===== src/rtl/pm_pkg.sv =====
// Shared constants and FSM encoding for the path-metric scheduler.
package pm_pkg;

    localparam int PM_W     = 7;
    localparam int NUM_ST   = 4;
    localparam int ID_W     = 3;
    localparam int NORM_BIT = PM_W - 1;

    typedef logic [1:0] pm_state_t;

    localparam pm_state_t ST_IDLE  = 2'd0;
    localparam pm_state_t ST_SWEEP = 2'd1;
    localparam pm_state_t ST_DRAIN = 2'd2;
    localparam pm_state_t ST_TERM  = 2'd3;

    // Metric MSB marks the upper half of the range; normalization keys off it.
    function automatic int norm_bit(input int w);
        return w - 1;
    endfunction

endpackage


===== src/rtl/pm_norm_chk.sv =====
// Collects the MSB of each returned path metric and reports whether all states
// are in the upper half, counting a return that arrives in the same cycle.
module pm_norm_chk #(
    parameter int NUM_ST = 4
) (
    input  logic       i_clk,
    input  logic       i_rst,
    input  logic       i_vld,
    input  logic [1:0] i_addr,
    input  logic       i_msb,
    input  logic       i_clr,
    output logic       o_all_high
);

    logic [NUM_ST-1:0] r_high;
    logic [NUM_ST-1:0] w_merged;

    always_comb begin
        w_merged = r_high;
        for (int i = 0; i < NUM_ST; i++) begin
            if (i_vld && (i_addr == 2'(i))) w_merged[i] = i_msb;
        end
    end

    assign o_all_high = &w_merged;

    // Clear wins over a coincident return: the DRAIN return is consumed by o_all_high.
    always_ff @(posedge i_clk or posedge i_rst) begin
        if (i_rst)      r_high <= '0;
        else if (i_clr) r_high <= '0;
        else            r_high <= w_merged;
    end

endmodule


===== src/rtl/pm_sched.sv =====
// ACS sweep scheduler: issues one state update per cycle per symbol, tracks
// metric normalization and launches traceback on block termination.
module pm_sched #(
    parameter int PM_W   = pm_pkg::PM_W,
    parameter int NUM_ST = pm_pkg::NUM_ST,
    parameter int ID_W   = pm_pkg::ID_W
) (
    input  logic            PM_clk,
    input  logic            PM_rst,
    input  logic            sym_valid,
    input  logic [ID_W-1:0] sym_id,
    input  logic            sym_term,
    output logic            sym_ready,
    output logic            acs_en,
    output logic [1:0]      acs_addr,
    output logic [ID_W-1:0] acs_id,
    output logic            acs_term,
    output logic            acs_norm,
    input  logic            pm_vld,
    input  logic [1:0]      pm_addr,
    input  logic [PM_W-1:0] pm_in,
    output logic            tb_start,
    output logic [ID_W-1:0] tb_id,
    output logic            seq_err
);

    import pm_pkg::*;

    localparam logic [1:0] LAST_ADDR = 2'(NUM_ST - 1);
    localparam int         MSB       = norm_bit(PM_W);

    pm_state_t       r_state;
    logic [1:0]      r_addr;
    logic [ID_W-1:0] r_id;
    logic            r_term;
    logic            r_norm;
    logic            r_norm_pend;
    logic            r_prev_en;
    logic [1:0]      r_prev_addr;
    logic            r_seq_err;
    logic            w_acs_en;
    logic            w_all_high;
    logic            w_drain;
    logic            w_unused_pm;

    assign w_acs_en    = (r_state == ST_SWEEP);
    assign w_drain     = (r_state == ST_DRAIN);
    assign w_unused_pm = ^pm_in;

    assign sym_ready = (r_state == ST_IDLE) && !PM_rst;
    assign acs_en    = w_acs_en;
    assign acs_addr  = r_addr;
    assign acs_id    = r_id;
    assign acs_term  = r_term;
    assign acs_norm  = r_norm;
    assign tb_start  = (r_state == ST_TERM);
    assign tb_id     = r_id;
    assign seq_err   = r_seq_err;

    pm_norm_chk #(.NUM_ST(NUM_ST)) u_norm_chk (
        .i_clk      (PM_clk),
        .i_rst      (PM_rst),
        .i_vld      (pm_vld),
        .i_addr     (pm_addr),
        .i_msb      (pm_in[MSB]),
        .i_clr      (w_drain),
        .o_all_high (w_all_high)
    );

    always_ff @(posedge PM_clk or posedge PM_rst) begin
        if (PM_rst) begin
            r_state     <= ST_IDLE;
            r_addr      <= '0;
            r_id        <= '0;
            r_term      <= 1'b0;
            r_norm      <= 1'b0;
            r_norm_pend <= 1'b0;
        end else begin
            case (r_state)
                ST_IDLE: begin
                    if (sym_valid) begin
                        r_id    <= sym_id;
                        r_term  <= sym_term;
                        r_norm  <= r_norm_pend;
                        r_addr  <= '0;
                        r_state <= ST_SWEEP;
                    end
                end
                // Counter parks on the last address so acs_addr holds outside SWEEP.
                ST_SWEEP: begin
                    if (r_addr == LAST_ADDR) r_state <= ST_DRAIN;
                    else                     r_addr  <= r_addr + 2'd1;
                end
                ST_DRAIN: begin
                    r_norm_pend <= w_all_high;
                    r_state     <= r_term ? ST_TERM : ST_IDLE;
                end
                ST_TERM: begin
                    r_norm_pend <= 1'b0;
                    r_state     <= ST_IDLE;
                end
                default: r_state <= ST_IDLE;
            endcase
        end
    end

    // Each return must echo the address issued on the previous cycle.
    always_ff @(posedge PM_clk or posedge PM_rst) begin
        if (PM_rst) begin
            r_prev_en   <= 1'b0;
            r_prev_addr <= '0;
            r_seq_err   <= 1'b0;
        end else begin
            r_prev_en   <= w_acs_en;
            r_prev_addr <= r_addr;
            if (pm_vld && (!r_prev_en || (pm_addr != r_prev_addr))) r_seq_err <= 1'b1;
        end
    end

endmodule


===== config.mk =====
export PLATFORM = sky130hd
export DESIGN_NAME = pm_sched
export DESIGN_NICKNAME = d
export VERILOG_FILES = /design/src/rtl/pm_pkg.sv /design/src/rtl/pm_norm_chk.sv /design/src/rtl/pm_sched.sv
export SDC_FILE = /design/constraint.sdc
export NUM_CORES = 1
export LEC_CHECK = 0
export CAP_MARGIN = 10
export CORE_ASPECT_RATIO = 1.2
export CORE_MARGIN = 2
export CORE_UTILIZATION = 33
export DETAILED_ROUTE_END_ITERATION = 10
export PLACE_DENSITY = 0.65
export REMOVE_ABC_BUFFERS = 1
export SLEW_MARGIN = 10
export SYNTH_ARGS = -nofsm -noshare
export SYNTH_HDL_FRONTEND = slang
export SYNTH_SLANG_ARGS = --single-unit

===== constraint.sdc =====
create_clock -name PM_clk -period 1.8 [get_ports PM_clk]
set_input_delay 0.18 -clock PM_clk [delete_from_list [all_inputs] [get_ports PM_clk]]
set_output_delay 0.18 -clock PM_clk [all_outputs]
set_load 0.05 [all_outputs]

==> flow_results.org <==
** Final layout
- Leading cell type in the layout, fill and taps excluded :: sky130_fd_sc_hd__clkdlybuf4s50_1
- In the layout the commonest cells are 21 x sky130_fd_sc_hd__clkdlybuf4s50_1, 18 x sky130_fd_sc_hd__dfrtp_1, 7 x sky130_fd_sc_hd__buf_4, 5 x sky130_fd_sc_hd__mux2_2.
- Number of filler cells placed in the layout :: 252
- The number of antenna diodes in the final layout is 0.
- Of the cells placed in the final design, the portion with a size suffix greater than 1 is 19.0%.
- Registers take around 450 um^2.
- The multi-input combinational cells in the finished layout cover a total of 355 um^2.
- The net count of the finished layout is 120.
- Compared with the post-synthesis result, the final layout area differs by 35.2%.
- Summing all non-filler instances in the final layout gives an area of between 1000 and 1500 um^2.

** Power
- Clk pwr share :: 9.0%
- The analysis attributes to net switching a power of 965 uW.
- Net switching is between 40 and 50% of the power.
- Logic pwr share :: ~57%
- The worst-case IR drop observed on VDD is between 1 and 1.5 mV.
- Sequential cells account for between 30% and 40% of the total power.
- For this design the ratio of total power to cell area is 1780 nW/um^2.
- In this run the static leakage power is 0.504 nW.
- Internal power consumption :: 1.11 mW

** Logic synthesis
- Counting flops with a built-in enable in the synthesized netlist gives 0.
- After synthesis, the cell types taking the most area are sky130_fd_sc_hd__dfrtp_1 52%, sky130_fd_sc_hd__mux2_2 6.5%, sky130_fd_sc_hd__mux2i_1 4.7%.
- sky130_fd_sc_hd__dfrtp_1 takes more of the synthesized area than any other cell.
- Per-instance average area after synthesis :: 11.6 um^2
- Synthesis inferred 18 register bits.
- The mapped netlist covers 861 um^2.
- Distinct cell type count after synthesis :: 29
- FFs w/ async S/R, synth :: 100%
- The top cell type by area accounts for between 50% and 60% of the synthesized area.
- Synth Flop Type :: sky130_fd_sc_hd__dfrtp_1
- Counting every instance in the synthesized netlist gives 74.
- Synthesis Warnings :: 0
- Sequential fraction of the synthesis area :: 52.3%

** Worst setup path
- Across all register-to-register paths, the minimum setup slack is about 400 ps.
- Nature of the critical path startpoint :: register
- In this run the worst path has a maximum fanout of 5.
- WS Path Type :: register to output pin
- Grouping stages by cell kind, the critical path spends the most delay in buffers and inverters.
- Data required time of the critical path :: between 1500 and 2000 ps
- Walking the worst path, the cells encountered are clkdlybuf4s50_1.
- Arrival time at the worst endpoint :: ~1500 ps
- On the worst path, the slowest cell contributes a delay of approximately 830 ps.
- The slowest stage of the critical path belongs to the cell sky130_fd_sc_hd__clkdlybuf4s50_1.
- STA classifies the critical path endpoint as an output pin.
- Together, buffers and inverters on the worst path number 1.

** Clock network
- Resized cells post-CTS :: 0
- Buffers added to address setup during post-CTS repair amount to 0.
- Clock tree root driver cell :: sky130_fd_sc_hd__clkbuf_4
- TritonCTS clock tree :: built
- Clock Path Buffers :: 2
- TritonCTS created 3 clock buffers.
- Clock transition at path regs :: 90 ps
- The clock net in this run drives a total of 18 sinks.
- Clock insertion delay at the later pin of the skew report :: 280 ps
- CTS built an H-tree with a depth of 1.
- Hold buffer count at CTS :: 0

** Timing
- Minimum period implied by the final worst setup slack :: between 1500 and 2000 ps
- Hold timing on the final database bottoms out at a slack of 230 ps.
- The worst pin sits at a relative slew slack of roughly two thirds.
- Hold violation total from the final report :: 0
- Setup violations remaining at the end of the flow were counted as 0.
- For the pin with the worst max-slew slack, the measured transition is 498 ps.
- Unrepaired setup endpoints after global routing :: no
- The number of max-slew violations in the final report came to 0.
- Setup TNS Final :: 0 ps
- The worst path uses 95.2% of the clock period.
- Final setup margin :: 85.8 ps
- Maximum clock rate :: 0.583 GHz
- Across the routed clock network, the largest skew measured is 1.85 ps.

** Outcome
- The run finished with clean final reports.

** Drt
- The final layout contains routed wiring with a total length of between 1500 and 2000 um.
- Routed wire length per instance :: between 10 and 15 um
- Summing over every cut layer, the via total after detailed routing is 630.
- The first TritonRoute pass finished after 4 iterations.
- In the routed design, unresolved DRC markers number 0.
- DRT antenna net count :: 0
- Via-per-instance ratio :: 4.74
- For this block, the initial DRC count from the detailed router was 2.

** Run
- Across the run, the number of max-cap violations was 0.

** Die
- Core Box Area :: 2500 um^2
- The floorplan step defined a die boundary enclosing 3030 um^2.
- Die Height :: 60.0 um
- 31 I/O pins were placed.
- The floorplan step set the die width to slightly above 50 um.
- The floorplan has 20 rows.
- Initial core utilization :: 34.4%

** Placement
- Routability Congestion :: 0.761
- Summed over all nets, the half-perimeter wirelength after detailed placement is roughly 1200 um.
- Port buffering added 24 buffers.
- Pre-CTS setup slack :: around 220 ps
- Placement Cell Area :: 1140 um^2

** Global route
- The initial antenna violation count came to 0.
- After global routing the overflow that remains totals 0.
- Total routing usage reported by global routing :: about an eighth
- Pin count of the biggest net entering global routing :: 19
- Vias in the first global route :: 655
- First-pass GRT wire length :: 2680 um

** Worst hold path
- The worst hold path belongs to the class primary input to async pin.
==> power by group through the flow <==
stage               clock network [mW]  logic [mW]  registers, mW
floorplan                            0       0.418           1.07
global placement                     0        1.17          0.715
detailed placement                   0        1.18          0.727
CTS                              0.198        1.19          0.718
global route                     0.221        1.26          0.740
finish                           0.187        1.17          0.714
==> cell type report <==
| cell class | instances | share of cell area, % |
|---|---|---|
| Timing Repair Buffer | 29 | 24.3 |
| Inverter | 3 | 0.968 |
| Sequential cell | 18 | 38.7 |
| Tap cell | 33 | 3.55 |
| Multi-Input combinational cell | 47 | 30.5 |
| Clock buffer | 3 | 1.94 |
==> sequential cells by signal, indices dropped and copies added, names as in the netlist <==
signal,flops
u_norm_chk.r_high,4
acs_term,1
acs_norm,1
r_norm_pend,1
r_state,2
seq_err,1
acs_id,3
r_prev_addr,2
r_prev_en,1
acs_addr,2
==> final timing paths <==
kind,startpoint,endpoint,cells past startpoint
max reg2reg,acs_addr[0],acs_addr[0],4
max in group asynchronous,PM_rst,acs_id[0],3
min reg2reg,acs_addr[1],r_prev_addr[1],0
min,PM_rst,seq_err,3
max,acs_addr[0],acs_addr[0],1
min in group PM_clk,acs_addr[1],r_prev_addr[1],0
==> layer usage <==
| layer | wire, um | vias up | share of wire, % | global-route usage (%) |
|---|---|---|---|---|
| li1 | - | 313 | - | - |
| met1 | 652 | 296 | 41 | 13.2 |
| met2 | 844 | 17 | 54 | 21.8 |
| met3 | 45 | 4 | 2.9 | 1.50 |
| met4 | 29 | 0 | 1.8 | 6.95 |
| met5 | 0 | - | 0 | 0 |
==> per-stage QoR <==
stage / util [%] / power (mW) / instances
floorplan: - / 1.48 / 68
global placement: 45.6 / 1.88 / 130
detailed placement: 45.6 / 1.91 / 130
CTS: 46.5 / 2.10 / 133
global route: 46.5 / 2.22 / 133
finish: 46.5 / 2.07 / 133
==> cells in the mapped netlist, types with 2 or more instances <==
| master | count |
|---|---|
| sky130_fd_sc_hd__buf_2 | 2 |
| sky130_fd_sc_hd__nor2b_1 | 2 |
| sky130_fd_sc_hd__nand3b_1 | 4 |
| sky130_fd_sc_hd__dfrtp_1 | 18 |
| sky130_fd_sc_hd__nor2_1 | 4 |
| sky130_fd_sc_hd__o21ai_0 | 3 |
| sky130_fd_sc_hd__mux2i_1 | 4 |
| sky130_fd_sc_hd__a32o_1 | 2 |
| sky130_fd_sc_hd__nand3_1 | 2 |
| sky130_fd_sc_hd__xnor2_1 | 2 |
| sky130_fd_sc_hd__o21ai_1 | 2 |
| sky130_fd_sc_hd__buf_4 | 3 |
| sky130_fd_sc_hd__nand2_1 | 4 |
| sky130_fd_sc_hd__mux2_2 | 5 |
| sky130_fd_sc_hd__inv_1 | 3 |
==> cell families after synthesis <==
kind of cell               share of synthesized area, %
AOI/OAI and AO/OA                                  8.29
xor gates and xnor gates                           2.04
DFF                                                52.3
adders and majority gates                          1.45
muxes                                              12.9
buffers and inverters                              6.40
and+or+nand+nor                                    16.6
==> worst reg2reg max path: stages, from the launching register on <==
cell	delay, ps
sky130_fd_sc_hd__dfrtp_1	440
sky130_fd_sc_hd__ha_1	220
sky130_fd_sc_hd__or3b_1	430
sky130_fd_sc_hd__nand3b_1	130
sky130_fd_sc_hd__o21ai_1	70
Note: power is estimated with default switching activity, not from simulation.
